File: src/rtl/pwm.sv
// ----------------------------------------------------------------------------
// pwm -- fixed 50%-duty square-wave generator.
//
// The output period is programmed in microseconds and converted to clock
// cycles with the compile-time clock period CLK_PERIOD (ns). Each period is
// split into HIGH = floor(TOTAL/2) high cycles followed by TOTAL-HIGH low
// cycles, so an odd cycle count lengthens the low phase.
//
// Ports:
//   clk         system clock, all logic on the rising edge
//   rst         synchronous, active-high reset (priority over enable)
//   enable      run control; low forces out=0 and rewinds to phase 0
//   pwm_period  period in microseconds (unsigned), sampled at phase 0 only
//   out         registered PWM output
// ----------------------------------------------------------------------------
module pwm #(
   parameter int CLK_PERIOD   = 10,
   parameter int PERIOD_WIDTH = 16
) (
   input  logic                    clk,
   input  logic                    rst,
   input  logic                    enable,
   input  logic [PERIOD_WIDTH-1:0] pwm_period,
   output logic                    out
);

   // Ten extra bits hold the product for any CYCLES_PER_US up to 1000.
   localparam int AW = PERIOD_WIDTH + 10;
   localparam logic [AW-1:0] CYCLES_PER_US = AW'(1000 / CLK_PERIOD);

   logic [AW-1:0] c;          // phase counter, 0..TOTAL-1
   logic [AW-1:0] total_q;    // latched TOTAL
   logic [AW-1:0] high_q;     // latched HIGH

   logic [AW-1:0] new_total;
   logic [AW-1:0] new_high;
   logic [AW-1:0] cur_total;
   logic [AW-1:0] cur_high;
   logic          last;

   function automatic logic [AW-1:0] to_cycles(input logic [PERIOD_WIDTH-1:0] p);
      logic [AW-1:0] pw;
      pw = {10'b0, p};
      return pw * CYCLES_PER_US;
   endfunction

   // At phase 0 the freshly computed values drive this edge's decision, so a
   // new period takes effect immediately and never mid-period.
   always_comb begin
      new_total = to_cycles(pwm_period);
      new_high  = new_total >> 1;
      cur_total = total_q;
      cur_high  = high_q;
      if (c == '0) begin
         cur_total = new_total;
         cur_high  = new_high;
      end
      // TOTAL=0 keeps the counter parked at 0 so the period is re-sampled
      // on every edge.
      last = (cur_total == '0) || (c == cur_total - AW'(1));
   end

   always_ff @(posedge clk) begin
      if (rst) begin
         out     <= 1'b0;
         c       <= '0;
         total_q <= '0;
         high_q  <= '0;
      end else if (!enable) begin
         out <= 1'b0;
         c   <= '0;
      end else begin
         if (c == '0) begin
            total_q <= new_total;
            high_q  <= new_high;
         end
         out <= (c < cur_high);
         c   <= last ? '0 : c + AW'(1);
      end
   end

endmodule

File: config.mk
export PLATFORM = sky130hd
export DESIGN_NAME = pwm
export DESIGN_NICKNAME = d
export VERILOG_FILES = /design/src/rtl/pwm.sv
export SDC_FILE = /design/constraint.sdc
export NUM_CORES = 1
export LEC_CHECK = 0
export BUFFER_PORTS_ARGS = -buffer_cell sky130_fd_sc_hd__buf_4
export CAP_MARGIN = 10
export CELL_PAD_IN_SITES_DETAIL_PLACEMENT = 1
export CELL_PAD_IN_SITES_GLOBAL_PLACEMENT = 1
export CORE_ASPECT_RATIO = 0.9
export CORE_MARGIN = 2
export CORE_UTILIZATION = 24
export DETAILED_ROUTE_END_ITERATION = 7
export GPL_TIMING_DRIVEN = 0
export PLACE_DENSITY = 0.57
export RECOVER_POWER = 25
export SYNTH_ARGS = -nofsm -noshare
export SYNTH_HDL_FRONTEND = slang
export SYNTH_SLANG_ARGS = --single-unit
File: constraint.sdc
create_clock -name clk -period 7.4 [get_ports clk]
set_clock_uncertainty 0.15 [all_clocks]
set_input_delay 0.37 -clock clk [delete_from_list [all_inputs] [get_ports clk]]
set_output_delay 0.37 -clock clk [all_outputs]
set_load 0.02 [all_outputs]
=== Yosys cells after proc, flatten, opt, wreduce, memory -nomap -nowiden ===
Index checks and enable logic that the tools add are counted.

* Bits in registers: 79
* Bits of input ports: 19
* Output and inout port bits: 1
* Word-level logic and storage cells: 17

* Add/sub/neg operators: 2
* Multiply operators: 1
* Magnitude comparators: 1
* Equal/unequal tests: 1
* Mux-type cells: 2
* Bitwise operators: 1
* Reductions and logical operators: 5

{| class="wikitable"
|+ Operators with widths
! kind !! count
|-
| $logic_not A26 Y1 || 2
|-
| $mux W26 || 2
|-
| $add A26 B1 Y26 const B || 1
|-
| $eq A26 B26 Y1 || 1
|-
| $lt A26 B26 Y1 || 1
|-
| $sub A26 B1 Y26 const B || 1
|-
| $mul A16 B5 Y21 const B || 1
|-
| $reduce_or A3 Y1 || 1
|-
| $reduce_or A2 Y1 || 1
|-
| $logic_or A1 B1 Y1 || 1
|-
| $not A1 Y1 || 1
|}

=== Logic depth before layout (Yosys ltp) ===
* Word-level depth: 6
* Mapped depth: 26

=== Least setup slack after synthesis ===
Ideal clock, no wire load.

* Path type: register to register
* Start: reg c[0]
* End: reg c[14]
* Library setup time: 0.114 ns
* Data arrival time: 5.246 ns
* Required time: 7.136 ns
* Path slack: 1.891 ns
* Stages on the path, launching flop included: 27
* Buffers on the path: 9
* Clock period less this slack: 5.509 ns
* Cells stage by stage: dfxtp_1 -> clkbuf_1 -> inv_1 -> ha_1 -> nor4b_4 -> and4_4 -> nand2_2 -> buf_6 -> buf_2 -> buf_2 -> buf_1 -> clkbuf_1 -> buf_1 -> nand2_1 -> ha_1 -> or4b_2 -> nor3_1 -> nand3b_1 -> o21ai_0 -> and3_1 -> buf_4 -> nand2_1 -> o41ai_1 -> o22ai_1 -> nor4_4 -> buf_6 -> nor2_2

* Cells in the longest elaborated chain, start to end: 6
* Elaborated cells on any way between the ends: 8

{| class="wikitable"
|+ Ends and longest elaborated chain
! item !! RTL line !! text
|-
| from (decl) || 31 || <nowiki>logic [AW-1:0] c;</nowiki>
|-
| from (signal assigned) || 78 || <nowiki>c <= last ? '0 : c + AW'(1);</nowiki>
|-
| $logic_not A26 Y1 || 54 || <nowiki>if (c == '0) begin</nowiki>
|-
| $mux W26 || -- ||
|-
| $sub A26 B1 Y26 || 60 || <nowiki>last = (cur_total == '0) || (c == cur_total - AW'(1));</nowiki>
|-
| $eq A26 B26 Y1 || 60 ||
|-
| $logic_or A1 B1 Y1 || 60 ||
|-
| $reduce_or A3 Y1 (no line) || -- ||
|}

Parallel ways exist; a longest one is shown, timed or not.
A chain may end at the register's enable or synchronous reset.

=== Worst setup path in the final report ===
* Start: reg c[0]
* End: reg c[22]

The elaborated chain is that of the path after synthesis.

==> flow_metrics.env <==
export IMPL_synth_edf_count=0
export IMPL_root_buffer="sky130_fd_sc_hd__clkbuf_16"
export IMPL_hold_path_class="in -> reg"
export IMPL_power_share_clock_pct=25.0
export IMPL_synth_area_per_cell_um2=7.96
export IMPL_power_switching_fraction_pct=42.8
export IMPL_vdd_ir_drop_max_v=0.000107
export IMPL_cp_arrival_ns=6.99
export IMPL_netlist_top_cells_count="136 x sky130_fd_sc_hd__nand2_1, 81 x sky130_fd_sc_hd__ha_1, 79 x sky130_fd_sc_hd__dfxtp_1, 63 x sky130_fd_sc_hd__nor2_1, 60 x sky130_fd_sc_hd__a21oi_1"
export IMPL_max_cap_viol_count=0
export IMPL_htreeDepth=3
export IMPL_critPathRequiredTime_ns=7.50
export IMPL_post_synth_num_cell_types=86
export IMPL_fin_crit_ns=6.89
export IMPL_finalWeightedCongestion=0.819
export IMPL_detail_route_drc_violations=0
export IMPL_final_cell_count_no_fill=1350
export IMPL_routed_wl_um=23400
export IMPL_power_density_nw_per_um2=230
export IMPL_number_of_drc_markers_in_iteration_0=252
export IMPL_crit_path_start_kind="register"
export IMPL_num_vias=6550
export IMPL_synth_top_cell_area_share_pct=21.8
export IMPL_p_sw_uw=809
export IMPL_rsz_0062_raised_after_global_routing="no"
export IMPL_netlist_instances=910
export IMPL_cp_max_fo=19
export IMPL_boundaryPins=20
export IMPL_setup_violations=0
export IMPL_worstSetupPathType="reg -> reg"
export IMPL_grt_antenna_before_repair=1
export IMPL_route_detailed_wl_per_inst_um=17.3
export IMPL_cts_sink_count=79
export IMPL_comb_power_share_pct=48.6
export IMPL_fin_crit_sh_pct=93.1
export IMPL_worstSkewPairLatency_ns=0.36
export IMPL_place_detailed_hpwl_um=18600
export IMPL_synth_flop_cell="sky130_fd_sc_hd__dfxtp_1"
export IMPL_post_place_cells=1331
export IMPL_detail_route_vias_per_cell=4.85
export IMPL_synth_largest_area_cell="sky130_fd_sc_hd__dfxtp_1"
export IMPL_via_count_of_the_first_global_routing_pass=6709
export IMPL_rows=60
export IMPL_portBuffers=18
export IMPL_sum_of_negative_setup_slack_ns=0
export IMPL_die_w_um=187
export IMPL_rr_startpoint="c[0]"
export IMPL_internal_power_mw=1.08
export IMPL_synth_warning_count=0
export IMPL_proportion_of_synthesized_flip_flops_having_asynchronous_set_or_reset_pct=0
export IMPL_synthMostInstantiatedCell="sky130_fd_sc_hd__nand2_1"
export IMPL_grt_max_degree=16
export IMPL_clock_path_buffers=2
export IMPL_outcome="finished clean"
export IMPL_timing_final_hold_violations=0
export IMPL_pre_antenna_drt_iters=4
export IMPL_drive_gt1_share_pct=12.2
export IMPL_max_slew_worst_pin_slew_ns=0.826
export IMPL_postSynthRegisterBits=79
export IMPL_endpoint_kind="register"
export IMPL_sequentialPowerShare_pct=26.3
export IMPL_ys_top_cells_by_area="sky130_fd_sc_hd__dfxtp_1 22%, sky130_fd_sc_hd__ha_1 14%, sky130_fd_sc_hd__nand2_1 7.0%"
export IMPL_cts_hold_buffers=0
export IMPL_mappedNetlistArea_um2=7250
export IMPL_hold_path_startpoint="pwm_period[1]"
export IMPL_synth_seq_area_share_pct=21.8
export IMPL_cts_tree="done"
export IMPL_fmax_mhz=145
export IMPL_hold_slack_ns=0.179
export IMPL_core_um2=29800
export IMPL_mappedNetlistNets=1021
export IMPL_detail_route_antenna_nets=0
export IMPL_tritoncts_num_buffers=9
export IMPL_critical_path_startpoint="c[0]"
export IMPL_initial_utilization_pct=24.3
export IMPL_nNetsFinal=1052
export IMPL_grt_first_pass_wirelength_um=38300
export IMPL_clock_pin_slew_on_the_worst_setup_and_hold_paths_ns=0.08
export IMPL_n_fill_cell=3599
export IMPL_groute_usage_overall_pct=15.4
export IMPL_static_leakage_power_nw=3.54
export IMPL_areaGrowthSynthToFinish_pct=13.5
export IMPL_fp_dieArea_um2=31600
export IMPL_max_slew_margin_pct=45.0
export IMPL_chipHeight_um=169
export IMPL_grt_ovfl_total=0
export IMPL_report_final_slew_viol_count=0
cell type report:
class / count / area [µm²] / area share, %
tap: 403 / 504 / 6.13
antenna: 1 / 2.50 / 0.0304
buffer: 35 / 189 / 2.30
clock buffer: 9 / 225 / 2.74
timing repair buffer: 21 / 163 / 1.98
multi-input combinational: 739 / 5270 / 64.1
clock inverter: 7 / 80.1 / 0.973
sequential: 79 / 1580 / 19.2
inverter: 56 / 210 / 2.56
flip-flops by register name, summed over array words and instances (netlist names):
signal	flops
c	26
high_q	26
total_q	26
out	1
power groups by stage:
stage | clock network [mW] | logic [mW] | registers (mW)
after floorplan | 0 | 0.684 | 0.494
after global placement | 0 | 0.909 | 0.506
after detailed placement | 0 | 0.921 | 0.506
after CTS | 0.484 | 0.928 | 0.497
after global routing | 0.504 | 1.03 | 0.503
final | 0.473 | 0.919 | 0.497
layer usage:
metal / global-route usage, % / wire, µm / up-vias
met5: 0 / 0 / -
met4: 2.97 / 159 / 0
met3: 1.95 / 587 / 11
met2: 25.2 / 10500 / 68
met1: 21.8 / 12200 / 3203
li1: - / - / 3268
per-stage QoR:
step | power, mW | area (µm²) | worst slack (ns) | utilization, %
floorplan | 1.18 | 7250 | 1.89 | -
global placement | 1.41 | 7890 | -0.431 | 26.5
detailed placement | 1.43 | 7890 | -0.378 | 26.5
CTS | 1.91 | 8230 | 0.0149 | 27.6
global route | 2.04 | 8220 | 0.171 | 27.6
finish | 1.89 | 8230 | 0.507 | 27.6
worst paths after layout:
check	cells past startpoint	slack [ns]	end
setup / recovery	26	0.51	c[22]
hold / removal	3	0.18	high_q[2]
setup reg to reg	26	0.51	c[22]
hold reg to reg	2	0.29	high_q[15]
critical path: stages (launching register included):
cell and delay (ns):
sky130_fd_sc_hd__dfxtp_1 0.31, sky130_fd_sc_hd__clkbuf_1 0.21, sky130_fd_sc_hd__inv_1 0.16, sky130_fd_sc_hd__ha_1 0.24
sky130_fd_sc_hd__nor4b_4 0.28, sky130_fd_sc_hd__and4_4 0.36, sky130_fd_sc_hd__nand2_2 0.08, sky130_fd_sc_hd__buf_6 0.16
sky130_fd_sc_hd__buf_2 0.24, sky130_fd_sc_hd__buf_2 0.27, sky130_fd_sc_hd__clkbuf_1 0.34, sky130_fd_sc_hd__clkbuf_4 0.39
sky130_fd_sc_hd__nand2_1 0.13, sky130_fd_sc_hd__ha_1 0.37, sky130_fd_sc_hd__or4b_2 0.63, sky130_fd_sc_hd__nor3_2 0.24
sky130_fd_sc_hd__nand3b_1 0.12, sky130_fd_sc_hd__o21ai_0 0.25, sky130_fd_sc_hd__and3_1 0.23, sky130_fd_sc_hd__buf_4 0.17
sky130_fd_sc_hd__xnor2_1 0.12, sky130_fd_sc_hd__nor4_1 0.34, sky130_fd_sc_hd__o2111ai_1 0.31, sky130_fd_sc_hd__nor4_4 0.26
sky130_fd_sc_hd__buf_12 0.17, sky130_fd_sc_hd__buf_6 0.17, sky130_fd_sc_hd__nor2_2 0.05
what timing repair did:
action                     4_1_cts  5_1_grt
setup endpoints to repair       26       26
pin swaps                        1        0
resized for setup                1        4
setup buffers                    3        0
cells in the final DEF (no fill, tap or decap), types with 9 or more instances in the layout:
master / instances
sky130_fd_sc_hd__nand2_1: 136
sky130_fd_sc_hd__ha_1: 81
sky130_fd_sc_hd__dfxtp_1: 79
sky130_fd_sc_hd__nor2_1: 63
sky130_fd_sc_hd__a21oi_1: 60
sky130_fd_sc_hd__inv_1: 56
sky130_fd_sc_hd__xnor2_1: 39
sky130_fd_sc_hd__nand3_1: 29
sky130_fd_sc_hd__o21ai_0: 27
sky130_fd_sc_hd__nor2_2: 21
sky130_fd_sc_hd__xor2_1: 21
sky130_fd_sc_hd__buf_4: 20
sky130_fd_sc_hd__clkbuf_1: 19
sky130_fd_sc_hd__nor3_1: 16
sky130_fd_sc_hd__nand4_1: 15
sky130_fd_sc_hd__and2_1: 14
sky130_fd_sc_hd__and3_1: 14
sky130_fd_sc_hd__nand2b_1: 13
sky130_fd_sc_hd__mux2i_1: 12
sky130_fd_sc_hd__a21o_1: 11
sky130_fd_sc_hd__nor2b_1: 11
sky130_fd_sc_hd__fa_1: 11
sky130_fd_sc_hd__clkbuf_16: 9
cells by family after synthesis:
| group | Yosys count | share of synthesized area (%) |
|---|---|---|
| multiplexers | 14 | 2.02 |
| flip-flops | 79 | 21.8 |
| AND/OR/NAND/NOR | 383 | 27.3 |
| XOR/XNOR | 61 | 7.48 |
| buffers and inverters | 92 | 5.51 |
| adder cells (fa/ha/maj) | 92 | 17.0 |
| AO/OA/AOI/OAI | 189 | 18.8 |
(Power assumes the default switching activity.)
